<file path="config.mk">
export PLATFORM = sky130hd
export DESIGN_NAME = addr_tr_seq
export DESIGN_NICKNAME = d
export VERILOG_FILES = /design/src/rtl/addr_tr_seq.sv
export SDC_FILE = /design/constraint.sdc
export NUM_CORES = 1
export LEC_CHECK = 0
export ABC_AREA = 1
export BUFFER_PORTS_ARGS = -buffer_cell sky130_fd_sc_hd__buf_2
export CAP_MARGIN = 30
export CELL_PAD_IN_SITES_DETAIL_PLACEMENT = 0
export CELL_PAD_IN_SITES_GLOBAL_PLACEMENT = 1
export CORE_ASPECT_RATIO = 0.9
export CORE_UTILIZATION = 41
export DETAILED_ROUTE_END_ITERATION = 6
export HOLD_SLACK_MARGIN = 0.02
export PLACE_DENSITY_LB_ADDON = 0.1
export SYNTH_ARGS = -nofsm -noshare
export SYNTH_HDL_FRONTEND = slang
export SYNTH_SLANG_ARGS = --single-unit
</file>
<file path="constraint.sdc">
create_clock -name clk -period 4.3 [get_ports clk]
set_input_delay 0 -clock clk [delete_from_list [all_inputs] [get_ports clk]]
set_output_delay 0 -clock clk [all_outputs]
set_load 0.03 [all_outputs]
</file>
<file path="src/rtl/addr_tr_seq.sv">
// addr_tr_seq: time-redundant digit-serial unsigned adder.
// Each CHUNK-bit slice is added twice, the second time with the operands
// swapped on the adder ports, and the two results are compared. A mismatched
// slice is recomputed until the per-transaction retry budget runs out. After
// that the check value is committed and err is raised.
// Optional feature macro: FAULT_INJECT_EN adds inj_en/inj_bit, which corrupt
// the first (CALC) computation.
module addr_tr_seq #(
    parameter int WIDTH     = 8,
    parameter int CHUNK     = 4,
    parameter int MAX_RETRY = 3
) (
    input  logic                             clk,
    input  logic                             rst,
    input  logic                             in_valid,
    output logic                             in_ready,
    input  logic [WIDTH-1:0]                 a,
    input  logic [WIDTH-1:0]                 b,
    output logic                             out_valid,
    input  logic                             out_ready,
    output logic [WIDTH:0]                   sum,
    output logic                             err,
    output logic [$clog2(MAX_RETRY+1)-1:0]   retries
`ifdef FAULT_INJECT_EN
    ,
    input  logic                             inj_en,
    input  logic [$clog2(CHUNK+1)-1:0]       inj_bit
`endif
);

    localparam int NCHUNK = WIDTH / CHUNK;
    localparam int IDXW   = (NCHUNK > 1) ? $clog2(NCHUNK) : 1;
    localparam int RW     = $clog2(MAX_RETRY + 1);

    typedef enum logic [1:0] {IDLE, CALC, CHECK, DONE} state_t;

    state_t              state_q, state_d;
    logic [WIDTH-1:0]    a_q, b_q;
    logic [WIDTH:0]      sum_q;
    logic [CHUNK:0]      p_q;
    logic [IDXW-1:0]     idx_q;
    logic [RW-1:0]       retry_q;
    logic                carry_q;
    logic                err_q;

    logic [CHUNK-1:0]    a_chunk, b_chunk;
    logic [CHUNK:0]      calc_res, chk_res, p_next;
    logic                match, commit, last;

    function automatic logic [CHUNK:0] add_chunk(input logic [CHUNK-1:0] x,
                                                 input logic [CHUNK-1:0] y,
                                                 input logic             cin);
        return {1'b0, x} + {1'b0, y} + {{CHUNK{1'b0}}, cin};
    endfunction

    // Slice selection, both redundant additions and the commit decision
    always_comb begin
        a_chunk  = a_q[int'(idx_q)*CHUNK +: CHUNK];
        b_chunk  = b_q[int'(idx_q)*CHUNK +: CHUNK];
        calc_res = add_chunk(a_chunk, b_chunk, carry_q);
        chk_res  = add_chunk(b_chunk, a_chunk, carry_q);
`ifdef FAULT_INJECT_EN
        p_next   = calc_res ^ (inj_en ? ({{CHUNK{1'b0}}, 1'b1} << inj_bit) : '0);
`else
        p_next   = calc_res;
`endif
        match    = (p_q == chk_res);
        // Once the budget is spent, retry_q stays at MAX_RETRY, so every later
        // mismatch in the same transaction commits directly.
        commit   = match || (retry_q == RW'(MAX_RETRY));
        last     = (idx_q == IDXW'(NCHUNK - 1));
    end

    // State register
    always_ff @(posedge clk) begin
        if (rst) state_q <= IDLE;
        else     state_q <= state_d;
    end

    // Next-state logic
    always_comb begin
        state_d = state_q;
        case (state_q)
            IDLE:    if (in_valid) state_d = CALC;
            CALC:    state_d = CHECK;
            CHECK:   state_d = (commit && last) ? DONE : CALC;
            DONE:    if (out_ready) state_d = IDLE;
            default: state_d = IDLE;
        endcase
    end

    // Datapath: operand capture, slice commit, carry/index/retry tracking
    always_ff @(posedge clk) begin
        if (rst) begin
            a_q     <= '0;
            b_q     <= '0;
            sum_q   <= '0;
            p_q     <= '0;
            idx_q   <= '0;
            retry_q <= '0;
            carry_q <= 1'b0;
            err_q   <= 1'b0;
        end else begin
            case (state_q)
                IDLE: begin
                    if (in_valid) begin
                        a_q     <= a;
                        b_q     <= b;
                        sum_q   <= '0;
                        idx_q   <= '0;
                        retry_q <= '0;
                        carry_q <= 1'b0;
                        err_q   <= 1'b0;
                    end
                end
                CALC: p_q <= p_next;
                CHECK: begin
                    if (commit) begin
                        // On a match P equals S, so S is always the value committed.
                        sum_q[int'(idx_q)*CHUNK +: CHUNK] <= chk_res[CHUNK-1:0];
                        carry_q <= chk_res[CHUNK];
                        if (!match) err_q <= 1'b1;
                        if (last) sum_q[WIDTH] <= chk_res[CHUNK];
                        else      idx_q <= idx_q + IDXW'(1);
                    end else begin
                        retry_q <= retry_q + RW'(1);
                    end
                end
                default: ;
            endcase
        end
    end

    // Output decode
    always_comb begin
        in_ready  = (state_q == IDLE);
        out_valid = (state_q == DONE);
        sum       = sum_q;
        err       = err_q;
        retries   = retry_q;
    end

endmodule

</file>
Yosys cells after proc, flatten, opt, wreduce, memory -nomap -nowiden. Cells that the tools add are included.

Bits in registers: 37. Word-level logic and storage cells: 58. Input bits: 20. Output and inout port bits: 14.

Add/subtract/negate cells: 5. Mux-type cells: 21. Reduce and logical (&&, ||, !) cells: 9. Equal/unequal tests: 10. Shifts and indexed selects: 4.

Operators with widths (number): $neg 3->33 (1); $shift 4x33->9 const A (1); $shiftx 4x33->9 (1); $mux 9 (2); $pmux 9 s2 (1); $shiftx 8x4->4 (2); $mux 2 (5); $bwmux 9 (1); $ne 2x2->1 const B (4); $pmux 2 s4 (1); $mux 1 (7); $eq 2x2->1 const B (3); $pmux 1 s2 (3); $reduce_and 3->1 (2); $add 4x4->5 (1); $add 5x1->5 (1); $eq 5x5->1 (1); $pmux 2 s2 (1); $reduce_and 2->1 (2); $reduce_and 4->1 (1); $add 2x1->2 const B (1); $eq 2x1->1 const B (1); $logic_not 2->1 (1); $ne 2x1->1 const B (1); 4 further kinds (4).

Logic depth before layout (Yosys ltp).
Word-level depth: 8. Depth in mapped cells: 18. Mapped depth without buffers: 18.

Worst setup path before layout. No wires, ideal clock.

Path type: reg-to-reg. Start point: register idx_q. End point: register sum_q[4] (netlist: sum[4]). Clock period less this slack: 2515 ps. Library setup time: 132 ps. Path slack: 1785 ps. Cell stages (with the launch flop): 17. Arrival: 2383 ps. Cell sequence: dfxtp_1 clkbuf_1 nand2_1 nand2_1 fa_1 inv_1 fa_1 nand2_1 nand2_1 nor2_1 nand3_1 nor2_2 nand3_2 nand3_4 nand3_2 nand2_1 a21oi_1.

Longest elaborated chain between the ends: 7.

Ends and longest elaborated chain: start: declaration (RTL line 41) `logic [IDXW-1:0] idx_q;`; start signal: assignment (RTL line 124) `else idx_q <= idx_q + IDXW'(1);`; $shiftx 8x4->4, on equally long branches (RTL line 59, 58); $add 4x4->5 (RTL line 53) `return {1'b0, x} + {1'b0, y} + {{CHUNK{1'b0}}, cin};`; $add 5x1->5 (RTL line 53); $shiftx 4x33->9 / $eq 5x5->1 (equally long branches) (RTL line 120, 67); $bwmux 9 / $logic_or 1x1->1 (equally long branches) (RTL line 120, 70); $mux 9 / $ne 2x2->1 (equally long branches); $pmux 9 s2 / $reduce_and 3->1 (equally long branches); end signal: indexed assignment (RTL line 120) `sum_q[int'(idx_q)*CHUNK +: CHUNK] <= chk_res[CHUNK-1:0];`; end signal: indexed assignment (RTL line 123) `if (last) sum_q[WIDTH] <= chk_res[CHUNK];`; end: declaration (RTL line 39) `logic [WIDTH:0] sum_q;`.

Several ways; a longest one is shown, not always the timed one. The select of a mux whose other input is x is not followed. A chain may end at the register's enable or synchronous reset.

Final worst setup path. Same ends and word-level chain as after synthesis.

==> results <==
- Leaving out fill and tap cells, the most frequent cell in the layout is nand2_1.
- The count of input and output buffers is 33.
- Of the total synthesized cell area, the portion taken by full adders, half adders and majority gates is 0.0502.
- Of the total synthesized cell area, the portion taken by AND, OR, NAND and NOR gates is 0.331.
- The finished cells cover 2260 um^2.
- The overall routing resource usage is 0.192.
- No sink is reached through more buffers than the 2 on the longest clock path.
- For this design the top-level I/O count stands at 34.
- After detailed routing, the number of remaining DRC violations is 0.
- The area growth from synthesis to final layout is 26.0%.
- The clock reaches the later pin of the worst-skew pair after 0.29 ns.
- The leakage power total is 0.00108 uW.
- After detailed placement, the design holds a cell count of 330.
- The total grt overflow is 0.
- The timing-limited maximum frequency is 350 MHz.
- The worst slew margin relative to its limit is 0.510.
- The count of instances resized after the clock tree is built is 0.
- For this configuration, the core starts out at a cell density of 0.435.
- The parity-gate share of the synthesized area counting xor and xnor cells is 0.
- The core region area is 4130 um^2.
- After clock tree synthesis, the clock-pin slew on the worst setup and hold paths is 0.07 ns.
- The number of buffers inserted during clock tree synthesis is 5.
- VDD sags by at most 0.208 mV.
- The floorplan row count is 22.
- The power per unit of standard cell area is 361 nW/um^2.
- The cell with the largest stage delay on the worst path is dfxtp_1.
- The H-tree generated during clock tree synthesis spans 2 levels.
- The compound-gate portion of the synthesized area came to 0.124.
- The post-synthesis register bit count is 37.
- The critical path goes through inv_2 -> nand2_1 -> nand2_1 -> fa_1 -> inv_1 -> fa_1 -> nand2_1 -> nand2_1 -> nor2_1 -> nand3_1 -> nor2_2 -> nand3_2 -> nand3_4 -> nand3_2 -> nand2_1 -> a21oi_1.
- The wire-length estimate of the detail-placed layout is 2910 um.
- The buffer cell driving the clock tree root is clkbuf_8.
- The data required time of the critical path is 4.47 ns.
- The number of nets handed over by synthesis was 283.
- The worst setup path is captured at a flip-flop.
- Data arrives at the worst endpoint at 3.02 ns.
- The shortest period the worst path allows is 2.85 ns.
- The capture endpoint of the worst hold path is retries[0].
- The floorplan die width is 71.7 um.
- After routing, the total negative slack on setup checks comes to 0 ns.
- Dividing the detail-routed wire length by the instance count gives 11.4 um.
- The reg-to-reg critical path endpoint is sum[4].
- The first detailed-routing pass took 4 iterations.
- The worst setup path is launched from a flip-flop.
- The startpoint of the worst hold path is rst.
- The worst reg-to-reg setup slack is 1.45 ns.
- In the final layout, the share of cells above drive strength 1 is 0.195.
- The number of max-slew violations in the final report was 0.
- Leaving out fill and tap cells, the most frequent cells in the layout are nand2_1 (56), nor2_1 (40), dfxtp_1 (37), buf_2 (33), inv_1 (24).
- The portion of synthesized area spent on multiplexers is 0.
- A synthesized cell averages 6.98 um^2.
- The number of antenna diodes is 0.
- The maximum number of pins on one net before global-route repair is 24.
- Clock skew on the completed layout was measured at 0.00629 ns.
- The delay contributed by the slowest stage of the critical path is 0.52 ns.
- The initial DRC count is 56.
- The clock tree from TritonCTS is done.
- The origin of the critical flop-to-flop path is idx_q.
- The path class of the tightest hold or removal check is input port to flip-flop.
- The overall routed net length is 4060 um.
- Of the synthesized area, sequential elements account for 0.413.
- The flow ran to the end, and the final reports show no timing, DRC or antenna violations.
- The final-layout worst hold slack is 0.0784 ns.
- The actual transition at the worst max-transition pin is 0.734 ns.
- The net count of the finished layout is 332.
- The wire length of the first global-routing pass is 6820 um.
- The count of warnings emitted by yosys is 0.
- The number of max-capacitance violations reported is 0.
- In this design, the critical path's most frequently occurring cell is nand2_1.
- The mapped cell area is 1790 um^2.
- The combinational family with the most area after synthesis is simple AND/OR/NAND/NOR gates.
- The clock drives 37 sinks.
- The initial antenna violation count came to 0.
- The placed instances occupy a cell area of 1990 um^2.
- After technology mapping, the gate count stands at 257.
- The maximum net fanout on the critical path is 11.
- The count of vias placed by the detailed router is 1688.
- Routability-driven placement finished with a final weighted congestion of 0.803.
- The number of nets with antenna violations after detailed routing is 0.
- Setup violations remaining at the end of the flow were counted as 0.
- The period utilization is 0.664.
- The number of endpoints with negative hold slack in the final report is 0.
- The total power draw is 815 uW.
- The floorplan step defined a die boundary enclosing 4640 um^2.
- Dividing the detail-routed via count by the number of cells gives 4.75.
- The worst hold path passes through 2 cells.
- The worst-case reg-to-reg path depth is 16.
- The number of global-route vias before repair is 1478.
- The post-route non-filler standard cell count is 355.
- After synthesis, the netlist uses 22 different library cells.
- The die is 64.8 um tall.
- The start-to-end type of the worst setup path is flip-flop to flip-flop.
- Setup repair after global routing left no endpoint under its margin.
-- flip-flops by register name, summed over array words and instances, names as in the netlist --
name	flops
sum	9
a_q	8
idx_q	1
carry_q	1
err	1
state_q	2
retries	2
b_q	8
p_q	5
-- cell usage after synthesis, drive strengths merged --
library cell | n | share of area
or2 | 3 | 0.010
clkbuf | 8 | 0.017
o21ai | 23 | 0.064
a21oi | 20 | 0.056
clkinv | 1 | 0.0021
nand4 | 4 | 0.014
dfxtp | 37 | 0.41
inv | 30 | 0.063
o211ai | 1 | 0.0042
fa | 2 | 0.022
ha | 4 | 0.028
nand3 | 23 | 0.085
nand3b | 1 | 0.0042
nand2 | 57 | 0.12
nor2 | 43 | 0.097
-- kinds of logic after synthesis --
kind of cell / after synthesis
AOI/OAI and AO/OA: 44
adders and majority gates: 6
buffers and inverters: 39
DFF: 37
and+or+nand+nor: 131
-- metal layers --
layer	vias to the layer above	track usage	wire (um)	share of wire
met2	31	0.275	1680	0.41
met1	739	0.279	2190	0.54
met3	2	0.0451	165	0.041
li1	916	-	-	-
met5	-	0	0	0
met4	0	0.0662	19	0.0047
-- worst max-delay path by stage --
stage,startpoint,end,slack (ns)
final,idx_q,sum[4],1.45
after global routing,idx_q,sum[8],1.14
after CTS,idx_q,sum[5],1.41
after detailed placement,idx_q,sum[5],1.42
after global placement,idx_q,sum[8],1.50
after floorplan,idx_q,sum[4],1.79
-- critical path, delay by kind of cell, from the launching register on --
| family | cells | cell delay [ns] |
|---|---|---|
| buf+inv | 2 | 0.23 |
| compound gates | 1 | 0.05 |
| simple gates | 11 | 1.07 |
| flops | 1 | 0.52 |
| fa+ha+maj | 2 | 0.87 |
-- report_power, final --
group | internal (uW) | switching [uW] | total, uW | leakage [uW]
combinational | 64.4 | 109 | 174 | 0.000722
clock | 145 | 119 | 264 | 0.0000542
sequential | 364 | 13.8 | 378 | 0.000303
total | 574 | 242 | 815 | 0.00108
-- repair_timing --
item                                   4_1_cts  5_1_grt
buffers inserted                             0        0
hold buffers                                17        0
endpoints found under the hold margin       17        0
-- final cells by class --
| class | count | area (um^2) |
|---|---|---|
| Timing Repair Buffer | 50 | 335 |
| Inverter | 31 | 116 |
| Fill cell | 446 | 1870 |
| Clock inverter | 1 | 5.00 |
| Multi-Input combinational cell | 181 | 907 |
| Clock buffer | 7 | 96.3 |
| Tap cell | 48 | 60.1 |
| Sequential cell | 37 | 741 |
-- stage by stage --
step	worst slack, ns	utilization
after floorplan	1.79	-
after global placement	1.50	0.482
after detailed placement	1.42	0.482
after CTS	1.41	0.548
after global routing	1.14	0.548
final	1.45	0.548
(Power assumes the default switching activity.)
